[src/rtl/dmem_arbiter_pkg.sv]
// rtl/dmem_arbiter_pkg.sv - shared types and constants for the data-memory arbiter
//
// Purpose : state encoding, port index constants and the read-latency counter
//           width used by dmem_arbiter and rr_arb2.
// Ports   : none (package).

package dmem_arb_pkg;

  // Sequencer states. IDLE and RESP are the only arbitration points.
  typedef enum logic [1:0] {
    ST_IDLE  = 2'd0,
    ST_ISSUE = 2'd1,
    ST_WAIT  = 2'd2,
    ST_RESP  = 2'd3
  } state_t;

  // Requester indices as seen by the arbiter select/pointer.
  localparam logic P_CPU = 1'b0;
  localparam logic P_LDR = 1'b1;

  // Read-latency down-counter width; covers RD_LAT values 1..7.
  localparam int CNT_W   = 3;
  localparam int LAT_MAX = (1 << CNT_W) - 1;

  // True when a read latency fits the counter and is non-zero.
  function automatic bit lat_ok(input int lat);
    return (lat >= 1) && (lat <= LAT_MAX);
  endfunction

endpackage

[src/rtl/dmem_arbiter_if.sv]
// rtl/dmem_arbiter_if.sv - requester and memory-side bundle for dmem_arbiter
//
// Purpose : groups both requester ports (p0 = CPU, p1 = loader/debug) and the
//           single data-memory port into one bundle.
// Modports:
//   slave  - arbiter side: takes requests, returns gnt/ack/rdata, drives memory
//   master - environment side: drives requests and memory read data

interface dmem_arb_if #(
  parameter int ADDR_W = 8,
  parameter int DATA_W = 8
);

  // Port 0 (CPU)
  logic              p0_req;
  logic              p0_we;
  logic [ADDR_W-1:0] p0_addr;
  logic [DATA_W-1:0] p0_wdata;
  logic              p0_gnt;
  logic              p0_ack;
  logic [DATA_W-1:0] p0_rdata;

  // Port 1 (loader / debug)
  logic              p1_req;
  logic              p1_we;
  logic [ADDR_W-1:0] p1_addr;
  logic [DATA_W-1:0] p1_wdata;
  logic              p1_gnt;
  logic              p1_ack;
  logic [DATA_W-1:0] p1_rdata;

  // Shared data memory
  logic [ADDR_W-1:0] mem_addr;
  logic [DATA_W-1:0] mem_wdata;
  logic              mem_write;
  logic              mem_read;
  logic [DATA_W-1:0] mem_rdata;

  modport slave (
    input  p0_req, p0_we, p0_addr, p0_wdata,
    output p0_gnt, p0_ack, p0_rdata,
    input  p1_req, p1_we, p1_addr, p1_wdata,
    output p1_gnt, p1_ack, p1_rdata,
    output mem_addr, mem_wdata, mem_write, mem_read,
    input  mem_rdata
  );

  modport master (
    output p0_req, p0_we, p0_addr, p0_wdata,
    input  p0_gnt, p0_ack, p0_rdata,
    output p1_req, p1_we, p1_addr, p1_wdata,
    input  p1_gnt, p1_ack, p1_rdata,
    input  mem_addr, mem_wdata, mem_write, mem_read,
    output mem_rdata
  );

endinterface

[src/rtl/dmem_arbiter_rr_arb2.sv]
// rtl/dmem_arbiter_rr_arb2.sv - two-way arbiter with last-grant pointer
//
// Purpose : picks one of two requesters. A lone requester always wins. On a
//           tie, fixed-priority mode picks port 0; round-robin mode picks the
//           port that was not granted last.
// Ports   :
//   clk      in   clock
//   reset_n  in   asynchronous active-low reset (pointer -> port 1)
//   req      in   [1:0] request vector, bit n = port n
//   take     in   the current sel is being granted; advance the pointer
//   sel      out  selected port index (valid when req != 0)

module rr_arb2
  import dmem_arb_pkg::*;
#(
  parameter int CPU_PRIORITY = 0
) (
  input  logic       clk,
  input  logic       reset_n,
  input  logic [1:0] req,
  input  logic       take,
  output logic       sel
);

  // Port last granted. Reset value points at port 1 so port 0 wins the
  // first tie after reset.
  logic last;

  always_comb begin
    sel = P_CPU;
    if (req == 2'b10) begin
      sel = P_LDR;
    end else if ((req == 2'b11) && (CPU_PRIORITY == 0)) begin
      sel = ~last;
    end
  end

  always_ff @(posedge clk or negedge reset_n) begin
    if (!reset_n) begin
      last <= P_LDR;
    end else if (take) begin
      last <= sel;
    end
  end

endmodule

[src/rtl/dmem_arbiter.sv]
// rtl/dmem_arbiter.sv - two-port arbiter/sequencer for the shared data memory
//
// Purpose : shares one data memory between the CPU (port 0) and the
//           loader/debug master (port 1). One access at a time: arbitrate,
//           issue the strobe, wait out the read latency, then acknowledge.
// Parameters:
//   ADDR_W, DATA_W  address / data width
//   RD_LAT          cycles from mem_read to valid mem_rdata (1..7)
//   CPU_PRIORITY    1 = port 0 always wins ties, 0 = round-robin
// Ports   :
//   clk      in   clock, all state on the rising edge
//   reset_n  in   asynchronous active-low reset
//   bus      --   dmem_arb_if.slave: p0_*/p1_* request ports and mem_* port
// Timing  : request sampled in cycle 0 -> gnt in cycle 1; write ack cycle 2;
//           read ack cycle 2+RD_LAT. All outputs are registered.

module dmem_arbiter
  import dmem_arb_pkg::*;
#(
  parameter int ADDR_W       = 8,
  parameter int DATA_W       = 8,
  parameter int RD_LAT       = 1,
  parameter int CPU_PRIORITY = 0
) (
  input  logic      clk,
  input  logic      reset_n,
  dmem_arb_if.slave bus
);

  generate
    if (!lat_ok(RD_LAT)) begin : g_bad_rd_lat
      $error("dmem_arbiter: RD_LAT must be in 1..7");
    end
  endgenerate

  state_t            state;
  logic              owner;     // port that owns the access in flight
  logic              l_we;      // latched direction of the access in flight
  logic [CNT_W-1:0]  cnt;       // WAIT cycles remaining minus one

  logic [1:0]        req;
  logic              sel;
  logic              take;
  logic              win_we;
  logic [ADDR_W-1:0] win_addr;
  logic [DATA_W-1:0] win_wdata;

  assign req  = {bus.p1_req, bus.p0_req};
  // Requests are only looked at in IDLE and RESP; changes during
  // ISSUE/WAIT are ignored until the next arbitration point.
  assign take = ((state == ST_IDLE) || (state == ST_RESP)) && (req != 2'b00);

  always_comb begin
    win_we    = bus.p0_we;
    win_addr  = bus.p0_addr;
    win_wdata = bus.p0_wdata;
    if (sel == P_LDR) begin
      win_we    = bus.p1_we;
      win_addr  = bus.p1_addr;
      win_wdata = bus.p1_wdata;
    end
  end

  rr_arb2 #(
    .CPU_PRIORITY (CPU_PRIORITY)
  ) u_arb (
    .clk     (clk),
    .reset_n (reset_n),
    .req     (req),
    .take    (take),
    .sel     (sel)
  );

  // Single sequencer process. Output registers are loaded on the edge that
  // enters the state they belong to, so every output is glitch-free and
  // lines up with the state it describes. mem_addr/mem_wdata double as the
  // latched winner address/data.
  always_ff @(posedge clk or negedge reset_n) begin
    if (!reset_n) begin
      state         <= ST_IDLE;
      owner         <= P_CPU;
      l_we          <= 1'b0;
      cnt           <= '0;
      bus.p0_gnt    <= 1'b0;
      bus.p0_ack    <= 1'b0;
      bus.p0_rdata  <= '0;
      bus.p1_gnt    <= 1'b0;
      bus.p1_ack    <= 1'b0;
      bus.p1_rdata  <= '0;
      bus.mem_addr  <= '0;
      bus.mem_wdata <= '0;
      bus.mem_write <= 1'b0;
      bus.mem_read  <= 1'b0;
    end else begin
      // gnt and ack are single-cycle pulses
      bus.p0_gnt <= 1'b0;
      bus.p1_gnt <= 1'b0;
      bus.p0_ack <= 1'b0;
      bus.p1_ack <= 1'b0;

      case (state)
        ST_IDLE, ST_RESP: begin
          bus.mem_read  <= 1'b0;
          bus.mem_write <= 1'b0;
          if (take) begin
            state        <= ST_ISSUE;
            owner        <= sel;
            l_we         <= win_we;
            bus.mem_addr <= win_addr;
            if (sel == P_LDR) begin
              bus.p1_gnt <= 1'b1;
            end else begin
              bus.p0_gnt <= 1'b1;
            end
            if (win_we) begin
              bus.mem_write <= 1'b1;
              bus.mem_wdata <= win_wdata;
            end else begin
              bus.mem_read  <= 1'b1;
            end
          end else begin
            state <= ST_IDLE;
          end
        end

        ST_ISSUE: begin
          if (l_we) begin
            // Write completes in its single strobe cycle.
            bus.mem_write <= 1'b0;
            state         <= ST_RESP;
            if (owner == P_LDR) begin
              bus.p1_ack <= 1'b1;
            end else begin
              bus.p0_ack <= 1'b1;
            end
          end else begin
            // mem_read stays high through WAIT; count RD_LAT cycles there.
            cnt   <= CNT_W'(RD_LAT - 1);
            state <= ST_WAIT;
          end
        end

        ST_WAIT: begin
          if (cnt == '0) begin
            // Edge ending the last WAIT cycle: capture read data.
            bus.mem_read <= 1'b0;
            state        <= ST_RESP;
            if (owner == P_LDR) begin
              bus.p1_ack   <= 1'b1;
              bus.p1_rdata <= bus.mem_rdata;
            end else begin
              bus.p0_ack   <= 1'b1;
              bus.p0_rdata <= bus.mem_rdata;
            end
          end else begin
            cnt <= cnt - 1'b1;
          end
        end

        default: begin
          state         <= ST_IDLE;
          bus.mem_read  <= 1'b0;
          bus.mem_write <= 1'b0;
        end
      endcase
    end
  end

endmodule
[src/flat_wrapper.sv]
// flat-port wrapper written by rule: the top's interface ports become plain ports
module dmem_arbiter_flat import dmem_arb_pkg::*;
#(
  parameter int ADDR_W       = 8,
  parameter int DATA_W       = 8,
  parameter int RD_LAT       = 1,
  parameter int CPU_PRIORITY = 0
)
  (clk, reset_n, bus_p0_req, bus_p0_we, bus_p0_addr, bus_p0_wdata, bus_p0_gnt, bus_p0_ack, bus_p0_rdata, bus_p1_req, bus_p1_we, bus_p1_addr, bus_p1_wdata, bus_p1_gnt, bus_p1_ack, bus_p1_rdata, bus_mem_addr, bus_mem_wdata, bus_mem_write, bus_mem_read, bus_mem_rdata);
  dmem_arb_if #(.ADDR_W(ADDR_W), .DATA_W(DATA_W)) bus_i ();
  input  logic clk;
  input  logic reset_n;
  input wire logic [$bits(bus_i.p0_req)-1:0] bus_p0_req;
  input wire logic [$bits(bus_i.p0_we)-1:0] bus_p0_we;
  input wire logic [$bits(bus_i.p0_addr)-1:0] bus_p0_addr;
  input wire logic [$bits(bus_i.p0_wdata)-1:0] bus_p0_wdata;
  output wire logic [$bits(bus_i.p0_gnt)-1:0] bus_p0_gnt;
  output wire logic [$bits(bus_i.p0_ack)-1:0] bus_p0_ack;
  output wire logic [$bits(bus_i.p0_rdata)-1:0] bus_p0_rdata;
  input wire logic [$bits(bus_i.p1_req)-1:0] bus_p1_req;
  input wire logic [$bits(bus_i.p1_we)-1:0] bus_p1_we;
  input wire logic [$bits(bus_i.p1_addr)-1:0] bus_p1_addr;
  input wire logic [$bits(bus_i.p1_wdata)-1:0] bus_p1_wdata;
  output wire logic [$bits(bus_i.p1_gnt)-1:0] bus_p1_gnt;
  output wire logic [$bits(bus_i.p1_ack)-1:0] bus_p1_ack;
  output wire logic [$bits(bus_i.p1_rdata)-1:0] bus_p1_rdata;
  output wire logic [$bits(bus_i.mem_addr)-1:0] bus_mem_addr;
  output wire logic [$bits(bus_i.mem_wdata)-1:0] bus_mem_wdata;
  output wire logic [$bits(bus_i.mem_write)-1:0] bus_mem_write;
  output wire logic [$bits(bus_i.mem_read)-1:0] bus_mem_read;
  input wire logic [$bits(bus_i.mem_rdata)-1:0] bus_mem_rdata;
  assign bus_i.p0_req = bus_p0_req;
  assign bus_i.p0_we = bus_p0_we;
  assign bus_i.p0_addr = bus_p0_addr;
  assign bus_i.p0_wdata = bus_p0_wdata;
  assign bus_p0_gnt = bus_i.p0_gnt;
  assign bus_p0_ack = bus_i.p0_ack;
  assign bus_p0_rdata = bus_i.p0_rdata;
  assign bus_i.p1_req = bus_p1_req;
  assign bus_i.p1_we = bus_p1_we;
  assign bus_i.p1_addr = bus_p1_addr;
  assign bus_i.p1_wdata = bus_p1_wdata;
  assign bus_p1_gnt = bus_i.p1_gnt;
  assign bus_p1_ack = bus_i.p1_ack;
  assign bus_p1_rdata = bus_i.p1_rdata;
  assign bus_mem_addr = bus_i.mem_addr;
  assign bus_mem_wdata = bus_i.mem_wdata;
  assign bus_mem_write = bus_i.mem_write;
  assign bus_mem_read = bus_i.mem_read;
  assign bus_i.mem_rdata = bus_mem_rdata;
  dmem_arbiter #(.ADDR_W(ADDR_W), .DATA_W(DATA_W), .RD_LAT(RD_LAT), .CPU_PRIORITY(CPU_PRIORITY)) u_core (.clk(clk), .reset_n(reset_n), .bus(bus_i));
endmodule
[config.mk]
export PLATFORM = sky130hd
export DESIGN_NAME = dmem_arbiter_flat
export DESIGN_NICKNAME = d
export VERILOG_FILES = /design/src/rtl/dmem_arbiter_pkg.sv /design/src/rtl/dmem_arbiter_if.sv /design/src/rtl/dmem_arbiter_rr_arb2.sv /design/src/rtl/dmem_arbiter.sv /design/src/flat_wrapper.sv
export SDC_FILE = /design/constraint.sdc
export NUM_CORES = 1
export LEC_CHECK = 0
export CAP_MARGIN = 40
export CELL_PAD_IN_SITES_DETAIL_PLACEMENT = 1
export CELL_PAD_IN_SITES_GLOBAL_PLACEMENT = 1
export CORE_UTILIZATION = 36
export DETAILED_ROUTE_END_ITERATION = 16
export GPL_ROUTABILITY_DRIVEN = 0
export GPL_TIMING_DRIVEN = 0
export PLACE_DENSITY = 0.88
export SYNTH_ARGS = -nofsm -noshare
export SYNTH_HDL_FRONTEND = slang
export SYNTH_HIERARCHICAL = 1
export SYNTH_SLANG_ARGS = --single-unit
[constraint.sdc]
create_clock -name clk -period 4.4 [get_ports clk]
set_input_delay 1.32 -clock clk [delete_from_list [all_inputs] [get_ports clk]]
set_output_delay 1.32 -clock clk [all_outputs]
set_load 0.01 [all_outputs]
After elaboration in Yosys (flattened, before gate mapping)
Index checks and enable logic that the tools add are counted.
{"block": "classes", "n_reduce_logical": 16, "shifts": 0, "n_eq_ne": 9, "n_div": 0, "muxes": 34, "mul": 0, "bitwise_logic": 2, "add_sub_neg": 1, "magnitude_cmp": 0}
{"operator": "2-to-1 mux 1 bit", "n": 23}
{"operator": "2-to-1 mux 8 bit", "n": 2}
{"operator": "AND reduction 3 bit", "n": 4}
{"operator": "equality test 2 bit (second input constant)", "n": 4}
{"operator": "case mux 1 bit (2 select lines)", "n": 4}
{"operator": "nonzero test 2 bit", "n": 4}
{"operator": "2-to-1 mux 3 bit", "n": 2}
{"operator": "case mux 2 bit (3 select lines)", "n": 1}
{"operator": "case mux 3 bit (2 select lines)", "n": 1}
{"operator": "AND reduction 2 bit", "n": 3}
{"operator": "!= test 2 x 1 -> 1 bit (second input constant)", "n": 2}
{"operator": "!= test 2 bit (second input constant)", "n": 2}
{"operator": "zero test 3 bit", "n": 1}
{"operator": "subtractor 3 x 1 -> 3 bit (second input constant)", "n": 1}
{"operator": "equality test 2 x 1 -> 1 bit (second input constant)", "n": 1}
{"operator": "zero test 2 bit", "n": 1}
{"operator": "2-to-1 mux 2 bit", "n": 1}
{"operator": "NOT 1 bit", "n": 2}
{"operator": "OR reduction 2 bit", "n": 1}
{"operator": "logical AND 1 bit", "n": 1}
{"operator": "logical OR 1 bit", "n": 1}
{"block": "word_totals", "ram_bits": 0, "inputBits": 46, "ff_bits": 46, "latchBits": 0, "mem_count": 0, "mem_bits_ro": 0}

Longest topological paths before layout
Gate-level depths: netlist of the first run.
{"block": "logic_depth", "ltp_word": 7, "mapped_depth": 6, "ltp_nobuf": 6}

By module
Netlist of the first run, hierarchy kept.
{"module": "dmem_arbiter", "seq_area_each_um2": 1126.1, "area_each_um2": 2089.5, "cells_per_inst": 162, "n_inst": 1}
{"module": "rr_arb2", "seq_area_each_um2": 26.3, "area_each_um2": 52.6, "cells_per_inst": 3, "n_inst": 1}

Worst setup path before layout of the first run
No wires, ideal clock.
{"block": "synth_path", "path_type": "input to register", "startpoint": "in bus_p1_req", "endpoint": "reg u_core.bus.mem_wdata[0]", "path_buffers": 1, "required_time_ns": 4.275, "path_slack_ns": 1.945, "arrival_ns": 2.330, "cell_stages": 5, "setup_ns": 0.125, "path_cell_list": "a21boi_2 buf_6 mux2i_4 nor2_8 mux2_4"}
{"block": "synth_between", "elab_chain_cells": 5, "word_cells_on_any_way": 9}
{"element": "start: declaration", "line_no": "flat_wrapper.sv:20", "source": "input wire logic [$bits(bus_i.p1_req)-1:0] bus_p1_req;"}
{"element": "equality test 2 bit", "line_no": "dmem_arbiter_rr_arb2.sv:33", "source": "end else if ((req == 2'b11) && (CPU_PRIORITY == 0)) begin"}
{"element": "2-to-1 mux 1 bit", "line_no": "dmem_arbiter_rr_arb2.sv:33"}
{"element": "2-to-1 mux 1 bit", "line_no": "dmem_arbiter_rr_arb2.sv:31", "source": "if (req == 2'b10) begin"}
{"element": "2-to-1 mux 1 bit", "line_no": "dmem_arbiter.sv:57", "source": "if (sel == P_LDR) begin"}
{"element": "AND reduction 3 bit (no line)"}
{"element": "end signal: assignment", "line_no": "dmem_arbiter.sv:117", "source": "bus.mem_wdata <= win_wdata;"}
{"element": "end: declaration", "line_no": "dmem_arbiter_if.sv:44", "source": "output mem_addr, mem_wdata, mem_write, mem_read,"}
Several ways; a longest one is shown, not always the timed one.
A chain may end at the register's enable or synchronous reset.

Worst setup path after layout of the first run
{"block": "layout_path", "startpoint": "in bus_p1_req", "endpoint": "reg u_core.bus.mem_wdata[2]"}
{"block": "layout_between", "elab_chain_cells": 5, "word_cells_on_any_way": 9}
{"element": "equality test 2 bit", "line_no": "dmem_arbiter_rr_arb2.sv:33"}
{"element": "2-to-1 mux 1 bit", "line_no": "dmem_arbiter_rr_arb2.sv:33"}
{"element": "2-to-1 mux 1 bit (*)", "line_no": "dmem_arbiter_rr_arb2.sv:31"}
{"element": "net u_core.sel", "line_no": "dmem_arbiter.sv:42", "source": "logic sel;"}
{"element": "2-to-1 mux 1 bit", "line_no": "dmem_arbiter.sv:57"}
{"element": "AND reduction 3 bit (no line)"}
The timed path passes the listed nets; every way through them passes the cells marked *.

==> summary.md, run 1 <==
| Metric | Value |
|---|---|
| WP buf/inv | 2 |
| CP Class | primary input to register |
| DP Worst Slack | around 1.2 ns |
| Routed len/inst | about 15 um |
| Synth top area share | a little over half |
| Met2 routed WL | around 2600 um |
| Via density | about 4.9 |
| CP Max Fanout | 10 |
| RSZ-0062 raised after global routing | no |
| Multi-input gate area | 930 um^2 |
| Post-CTS setup repair buffer count | 0 |
| Die H | roughly 79 um |
| Slew Limit Fails | 0 |
| Total number of vias | 1599 |
| HPWL after DPL | 3990 um |
| Placed cells | 321 |
| CTS resizes | 0 |
| # fillers | 600 |
| Std-Cell Rows | 27 |
| Vias in the first global route | approximately 1700 |
| Worst Setup Start Kind | primary input |
| Layout net count | about 300 |
| Leak | about 0.0014 uW |
| I/O pin cnt | 84 |
| DRT antenna net count | 0 |
| Routed met1 length | between 2000 and 2500 um |
| Clk root buf | clkbuf_8 |
| Syn_nets | between 200 and 250 |
| Die W | roughly 79 um |
| Yosys cell types | 35 |
| Largest net degree at the start of global routing | 30 |
| Overall Global Routing Usage | 17.6% |
| Clock tree sinks | 46 |
| Final worst slack | ~1.5 ns |
| Full die area | ~6300 um^2 |
| Critical path capture point type | register |
| FF/Latch Area | 1150 um^2 |
| H-tree depth | 2 |
| Final setup vio count | 0 |
| Port Buffers | 83 |
| Slowest-stage cell, CP | clkdlybuf4s50_1 |
| Worst path arrival time | slightly above 3 ns |
| Hold_buf cts | 0 |
| GRT overflow | 0 |
| Ranking of synthesized cells by area | dfrtp_1, mux2_2, mux2_4, mux2i_1, o21ai_0 |
| PwrDens | roughly 660 nW/um^2 |
| Min-Delay Path Class | register to register |
| Required time worst endpoint | approximately 4.6 ns |
| ANT cells | 0 |
| Cell chain of the critical path | clkdlybuf4s50_1 -> a21boi_2 -> buf_6 -> mux2i_4 -> nor2_8 -> mux2_4 |
| Synthesis warning total | 6 |
| Clock Latency Late Sink | around 0.3 ns |
| VDD IR max | around 280 uV |
| Fmax | roughly 350 MHz |
| Fin. Hold Viols | 0 |
| Clock slew at reported path FFs | ~0.09 ns |
| DRC | 0 |
| Synth-to-layout area growth | 48.0% |
| Worst path top cell family by delay | buffers and inverters |
| Netlist Area Pre-Place | 2140 um^2 |
| Worst slew pin tran | around 0.42 ns |
| Initial Util | a little under two fifths |
| Worst stage delay on the critical path | about 0.54 ns |
| Tcrit/Tclk final | between 60 and 70% |
| Largest area contributor in the netlist | dfrtp_1 |
| Setup Skew | a little under 0.009 ns |
| Detailed-route wire length | between 5000 and 6000 um |
| Max cap viols | 0 |
| Top Metal Used | met4 |
| Syn Inst Count | 165 |
| Setup_tns | 0 ns |
| Worst slew margin | 71.8% |
| DRT Pass-1 Iters | 4 |
| Hold Slack | 0.478 ns |
| Final min period | roughly 2.9 ns |
| CTS tree | done |
| CTS max path bufs | 2 |
| Non-Filler Instances | ~330 |
| Status | finished, final reports clean |
| Share of cells above drive strength 1 | between 20% and 30% |
| Mean Syn Cell Area | around 13 um^2 |
| DR iter-0 viols | between 40 and 50 |
| CTS Buf Count | 5 |
| Initial antenna violation count | 0 |
| WL met3 | 283 um |
| Placeable Area | roughly 5600 um^2 |
| Yosys reg bits | 46 |
| Sequential share of the synthesized area | 53.8% |
| First-pass GRT wire length | between 8000 and 9000 um |
==> placed cells by master (no fill, tap or decap), drive strengths merged <==
| master | instances |
|---|---|
| nor2b | 1 |
| o2bb2ai | 1 |
| a21oi | 1 |
| o211ai | 1 |
| and2 | 2 |
| and2b | 1 |
| buf | 6 |
| dfrtp | 45 |
| mux2i | 10 |
| clkinvlp | 2 |
| mux2 | 33 |
| or4 | 1 |
| nor2 | 5 |
| o221a | 1 |
| a21o | 2 |
| nand2 | 13 |
| nand2b | 2 |
| o22ai | 1 |
| nand3b | 1 |
| a21boi | 1 |
| nand3 | 7 |
| clkdlybuf4s50 | 82 |
| o21ai | 14 |
| clkbuf | 6 |
| inv | 9 |
| nand4b | 1 |
| nand4 | 1 |
| a211oi | 2 |
| ha | 4 |
| dfstp | 1 |
==> worst register-to-register path, delay by kind of cell, from the launching register on <==
family                   cells  cell delay, ns
adder cells (fa/ha/maj)      1            0.47
buffers and inverters        1            0.06
AO/OA/AOI/OAI                1            0.16
multiplexers                 1            0.33
AND/OR/NAND/NOR              1            0.26
flip-flops                   1            0.38
==> flip-flops by register name (all words and copies together) (netlist names), 2 cells and up <==
| name | count |
|---|---|
| u_core/state | 2 |
| u_core/bus.p1_rdata | 8 |
| u_core/cnt | 3 |
| u_core/bus.p0_rdata | 8 |
| u_core/bus.mem_addr | 8 |
| u_core/bus.mem_wdata | 8 |
==> area by class of cell <==
class	instances	share of cell area, %
multi-input cells	106	29.3
inverters	8	0.947
well taps	72	2.84
clock buffers	5	2.17
plain buffers	5	0.947
flip-flops and latches	46	36.3
repair buffers	84	26.7
clock inverters	3	0.750
==> through the flow <==
stage | utilization [%] | total power, uW | instance area [um^2]
after floorplan | - | 1330 | 2140
after global placement | 54.6 | 1810 | 3060
after detailed placement | 54.9 | 1860 | 3080
after CTS | 56.5 | 2120 | 3170
after global routing | 56.5 | 2240 | 3170
final | 56.5 | 2100 | 3170
==> cells by family (layout without fill, tap and decap cells) <==
kind of cell	count (synthesis)	in the layout	share of synthesized area [%]
flip-flops	46	46	53.8
multiplexers	43	43	24.2
AND/OR/NAND/NOR	35	35	9.35
buffers and inverters	13	105	2.80
adder cells (fa/ha/maj)	4	4	2.34
AO/OA/AOI/OAI	24	24	7.53
==> per-layer routing <==
metal,GRT usage [%],up-vias
met5,0,-
met4,3.27,0
met3,4.83,4
met2,31.6,59
met1,21.2,771
li1,-,765
==> final timing paths <==
path / start / to / slack (ns) / cells past startpoint
hold / removal: u_core/bus.mem_addr[4] / u_core/bus.mem_addr[4] / 0.48 / 2
setup reg to reg: u_core/state[0] / u_core/bus.mem_wdata[2] / 2.64 / 5
setup / recovery: bus_p1_req / u_core/bus.mem_wdata[2] / 1.53 / 6
max in group asynchronous: reset_n / u_core/u_arb/last / 2.89 / 2
hold reg to reg: u_core/bus.mem_addr[4] / u_core/bus.mem_addr[4] / 0.48 / 2
min in group asynchronous: reset_n / u_core/cnt[2] / 0.95 / 1
==> report_power, final <==
part	leakage (uW)	internal, uW	switching (uW)	total, uW
logic	0.000753	626	467	1090
registers	0.000560	625	112	737
clock network	0.0000408	114	151	265
total	0.00135	1360	730	2100
==> synth_stat cells (all sizes together) <==
master and n:
o211ai 1, o2bb2ai 1, nand3 7, inv 8, clkbuf 1, nand2 13
nand2b 2, nor2b 1, mux2 33, buf 4, dfstp 1, o221a 1
mux2i 10, a211oi 2, a21o 2, nand4b 1, and2 2, dfrtp 45
nand3b 1, ha 4, nand4 1, nor2 5, and2b 1, o21ai 14
a21oi 1, o22ai 1, a21boi 1, or4 1
(Power assumes the default switching activity.)
==> run 2, diff against run 1 <==
CORE_UTILIZATION = 33   (was 36)
PLACE_DENSITY = 0.82   (was 0.88)
clock period = 2.8 ns   (was 4.4 ns; I/O delays follow)
==> summary.md, run 2 (same netlist as run 1, synthesis figures left out) <==
| Metric | Value |
|---|---|
| DP Worst Slack | 0.0111 ns (-1.19 ns) |
| CTS resizes | 0 (unchanged) |
| Post-CTS setup repair buffer count | 0 (unchanged) |
| Share of cells above drive strength 1 | 21.4% (unchanged) |
| Routed len/inst | 15.9 um (+2.6%) |
| Total number of vias | 1651 (+3.3%) |
| Commonest cells after routing, fill and taps aside | clkdlybuf4s50_1, dfrtp_1, mux2_2 |
| Detailed-route wire length | 5270 um (+3.5%) |
| CP Class | primary input to register |
| Worst slew margin | 72.3% (+0.49 points) |
| Leak | 0.00138 uW (+2.3%) |
| I/O pin cnt | 84 (unchanged) |
| DRT Pass-1 Iters | 7 (+3) |
| Synth-to-layout area growth | 50.5% |
| Worst Setup Start Kind | primary input |
| RSZ-0062 raised after global routing | no |
| DRC | 0 (unchanged) |
| Initial antenna violation count | 0 (unchanged) |
| Port Buffers | 83 (unchanged) |
| Clock Latency Late Sink | 0.29 ns (about the same) |
| CTS max path bufs | 2 (unchanged) |
| Overall Global Routing Usage | 16.6% (-1.0 points) |
| Critical path capture point type | register |
| Largest net degree at the start of global routing | 31 (+3.3%) |
| CTS tree | done |
| Layout net count | 306 (unchanged) |
| Min-Delay Path Class | primary input to asynchronous set/reset pin |
| Required time worst endpoint | 2.98 ns (-1.61 ns) |
| Hold_buf cts | 0 (unchanged) |
| Tcrit/Tclk final | roughly 88% |
| Dpl cell area | 3080 um^2 (+0.12%) |
| Status | finished, final reports clean |
| First-pass GRT wire length | 8440 um (+1.3%) |
| Clock tree sinks | 46 (unchanged) |
| Slew Limit Fails | 0 (unchanged) |
| Final Power | 3490 uW (+67%) |
| DRT antenna net count | 0 (unchanged) |
| Die H | 82.6 um (+4.3%) |
| Setup Skew | 0.00906 ns (+0.000345 ns) |
| Final setup vio count | 0 (unchanged) |
| DR iter-0 viols | 54 (+13%) |
| Initial Util | 35.1% (-3.1 points) |
| Std-Cell Rows | 28 (+3.7%) |
| Clk root buf | clkbuf_8 |
| Fin. Hold Viols | 0 (unchanged) |
| Setup_tns | 0 ns (unchanged) |
| Fmax | between 400 and 500 MHz |
| Die W | 82.6 um (+4.3%) |
| Placeable Area | 6100 um^2 (+8.7%) |
| GRT overflow | 0 (unchanged) |
| Final min period | between 2 and 2.5 ns |
| CTS Buf Count | 5 (unchanged) |
| Worst path arrival time | 2.65 ns (-0.41 ns) |
| HPWL after DPL | 4000 um (+0.42%) |
| Full die area | 6820 um^2 (+8.9%) |
| H-tree depth | 2 (unchanged) |
| Worst slew pin tran | 0.416 ns (-0.00737 ns) |
| VDD IR max | 545 uV (+92%) |
| Final worst slack | 0.325 ns (-1.20 ns) |
| PwrDens | 1080 nW/um^2 (+64%) |
| Max cap viols | 0 (unchanged) |
| CP Max Fanout | 10 (unchanged) |
| Via density | 4.97 (+2.3%) |
| Clock slew at reported path FFs | 0.09 ns (about the same) |
| Vias in the first global route | 1785 (+5.2%) |
| Post-route cell area | 3220 um^2 (+1.7%) |
| Most common cell after layout, fill and taps aside | clkdlybuf4s50_1 |
| ANT cells | 0 (unchanged) |
## run 2: path summary, 6_finish.rpt
check	start	to	slack (ns)	cells past startpoint
setup / recovery	bus_p1_req	u_core/bus.mem_wdata[7]	0.32	6
hold / removal	reset_n	u_core/bus.mem_addr[0]	0.47	1
setup reg to reg	u_core/state[0]	u_core/bus.mem_wdata[7]	1.05	5
hold reg to reg	u_core/bus.mem_addr[4]	u_core/bus.mem_addr[4]	0.49	2
max in group asynchronous	reset_n	u_core/u_arb/last	1.76	2
min in group clk	u_core/bus.mem_addr[4]	u_core/bus.mem_addr[4]	0.49	2
## run 2: final cells by class
class	count	area, um^2
Timing Repair Buffer	84	846
Fill cell	640	2870
Clock inverter	2	60.1
Tap cell	75	93.8
Buffer	5	30.0
Inverter	8	30.0
Sequential cell	46	1150
Clock buffer	6	82.6
Multi-Input combinational cell	106	930
## run 2: report_power, final
part           internal (uW)  switching, uW  total (uW)
Sequential               983            181        1160
Clock                    381            219         600
Combinational            983            747        1730
Total                   2350           1150        3490
## run 2: metrics by stage
| stage | util [%] | hold WS [ns] | instances |
|---|---|---|---|
| 3_5_place_dp | 50.6 | 0.474 | 324 |
| 4_1_cts | 52.9 | 0.475 | 332 |
| 5_1_grt | 52.9 | 0.484 | 332 |
| 2_1_floorplan | - | 0.471 | 165 |
| 3_3_place_gp | 50.3 | 0.459 | 323 |
| 6_report | 52.9 | 0.468 | 332 |
## run 2: layer usage
metal,share of wire [%],GRT usage [%],vias to the layer above
met5,0,0,-
met3,8.3,6.37,8
met2,51,28.8,70
met4,1.3,4.31,0
li1,-,-,761
met1,40,19.3,812
## run 2: critical path, cell delays in order
cell	delay (ns)
clkdlybuf4s50_1	0.59
a21boi_2	0.25
buf_6	0.18
mux2i_4	0.36
nor2_8	0.11
mux2_4	0.31
==> patch, RTL diff (flow settings as in run 2) <==
Encoding of `state_t`: now Gray code (2 bits for 4 states).
--- a/src/rtl/dmem_arbiter_pkg.sv
+++ b/src/rtl/dmem_arbiter_pkg.sv
@@ -9,8 +9,8 @@
   // Sequencer states. IDLE and RESP are the only arbitration points.
   typedef enum logic [1:0] {
-    ST_IDLE  = 2'd0,
-    ST_ISSUE = 2'd1,
-    ST_WAIT  = 2'd2,
-    ST_RESP  = 2'd3
+    ST_IDLE  = 2'b00,
+    ST_ISSUE = 2'b01,
+    ST_WAIT  = 2'b11,
+    ST_RESP  = 2'b10
   } state_t;
 
Formal check against the unedited RTL: same outputs for any inputs over 10 cycles, from zero or initial values and one cycle with reset_n low; not proved beyond that.
==> patch against run 2 <==
Maximum frequency increased by 7.7%; power decreased by 15%; worst setup slack improved by 0.18 ns; cell count decreased by 4.8%; wire length decreased by 12%; sequential cell count unchanged; first-iteration DRC count increased by 7.4%; cell area decreased by 4.9%; synthesized area decreased by 4.9%; non-clock buffer count increased by 3.
==> patch: results <==
metrics = {
    "outcome": {
        "status": "complete, no violations",
    },
    "final_layout": {
        "num-nonclk-buffers": 92,
        "finalNetCount": 288,
        "multi_input_area_share": 0.267,
        "clkbuf_count": 5,
        "nFillCells": 620,
        "layout-drive-gt1-share": 0.237,
        "areaGrowthSynthToFinish_pct": 50.6,
        "buf_share": 0.291,
        "seq_share": 0.376,
        "multi_input_comb_cells": 90,
        "inv_count": 5,
        "clkCellAreaFrac": 0.0294,
    },
    "min_path": {
        "min_path_type": "primary input to async pin",
    },
    "power": {
        "leakage_nw": 1.33,
        "peakVddDrop_v": 0.000444,
    },
    "synthesis": {
        "synth_area_leaders": "dfrtp_1 (55%), mux2_2 (13%), mux2_4 (6.6%)",
        "synth_fp_nets": 197,
        "synthTopCellsByCount": "dfrtp_1 (45), mux2_2 (24), nand2_1 (16)",
        "synth_area_per_cell_um2": 13.7,
        "synth-seq-area-share": 0.566,
        "ys_types": 26,
    },
    "detailed_routing": {
        "avgViaCountPerCell": 4.68,
        "drt_iter0_drc": 58,
        "vias": 1479,
        "wl_per_cell_um": 14.7,
        "firstDrtPassIters": 2,
    },
    "grt": {
        "grt_max_degree": 27,
        "global_route.usage.total": 0.153,
        "grt_pass1_wl_mm": 7.45,
        "grt_pass1_vias": 1561,
    },
    "placement": {
        "dp.cells": 308,
        "io_buffers": 83,
        "placed_area_um2": 2980,
    },
    "floorplanning": {
        "die_w_um": 80.6,
    },
    "worst_setup_path": {
        "crit_arrival_ns": 2.48,
        "cpPeakStageDelay_ns": 0.49,
    },
    "timing": {
        "skew_ns": 0.00921,
        "tightest_slew_ns": 0.499,
    },
    "clock_tree": {
        "ctsResizeCount": 0,
    },
}
==> patch: cell types whose count changed in the layout (fill, tap and decap cells not counted), sizes merged, moves of 3 or more <==
cell	before	now
nand2	13	16
nand3	7	0
o21ai	14	11
a22o	0	3
inv	8	5
==> patch: cell families (layout without fill, tap and decap cells) <==
logic type,Yosys count,count (layout),synth area share
DFF,46,46,0.566
adders and majority gates,2,2,0.0123
buffers and inverters,13,105,0.0319
and+or+nand+nor,25,25,0.0682
muxes,43,43,0.254
AOI/OAI and AO/OA,20,20,0.0676
==> patch: worst paths after layout <==
path                       slack [ns]  cells past startpoint                      end                    from
min in group clk                 0.50                      2   u_core/bus.mem_addr[2]  u_core/bus.mem_addr[2]
setup / recovery                 0.50                      6  u_core/bus.mem_wdata[3]              bus_p1_req
setup reg to reg                 1.02                      6   u_core/bus.p1_rdata[4]           u_core/cnt[0]
hold / removal                   0.50                      1        u_core/bus.p0_gnt                 reset_n
max in group asynchronous        1.73                      2        u_core/u_arb/last                 reset_n
hold reg to reg                  0.50                      2   u_core/bus.mem_addr[2]  u_core/bus.mem_addr[2]
==> patch: layer usage <==
| layer | vias up | global-route usage | routed length, µm |
|---|---|---|---|
| li1 | 696 | - | - |
| met1 | 732 | 0.186 | 1960 |
| met2 | 46 | 0.264 | 2380 |
| met3 | 5 | 0.0443 | 289 |
| met4 | 0 | 0.0375 | 26 |
| met5 | - | 0 | 0 |
==> patch: where the power goes <==
group,total (W),switching (W),leakage [nW],internal [W]
Combinational,0.00145,0.000572,0.723,0.000875
Clock,0.000401,0.000226,0.0441,0.000176
Sequential,0.00113,0.000157,0.558,0.000972
Total,0.00298,0.000954,1.33,0.00202
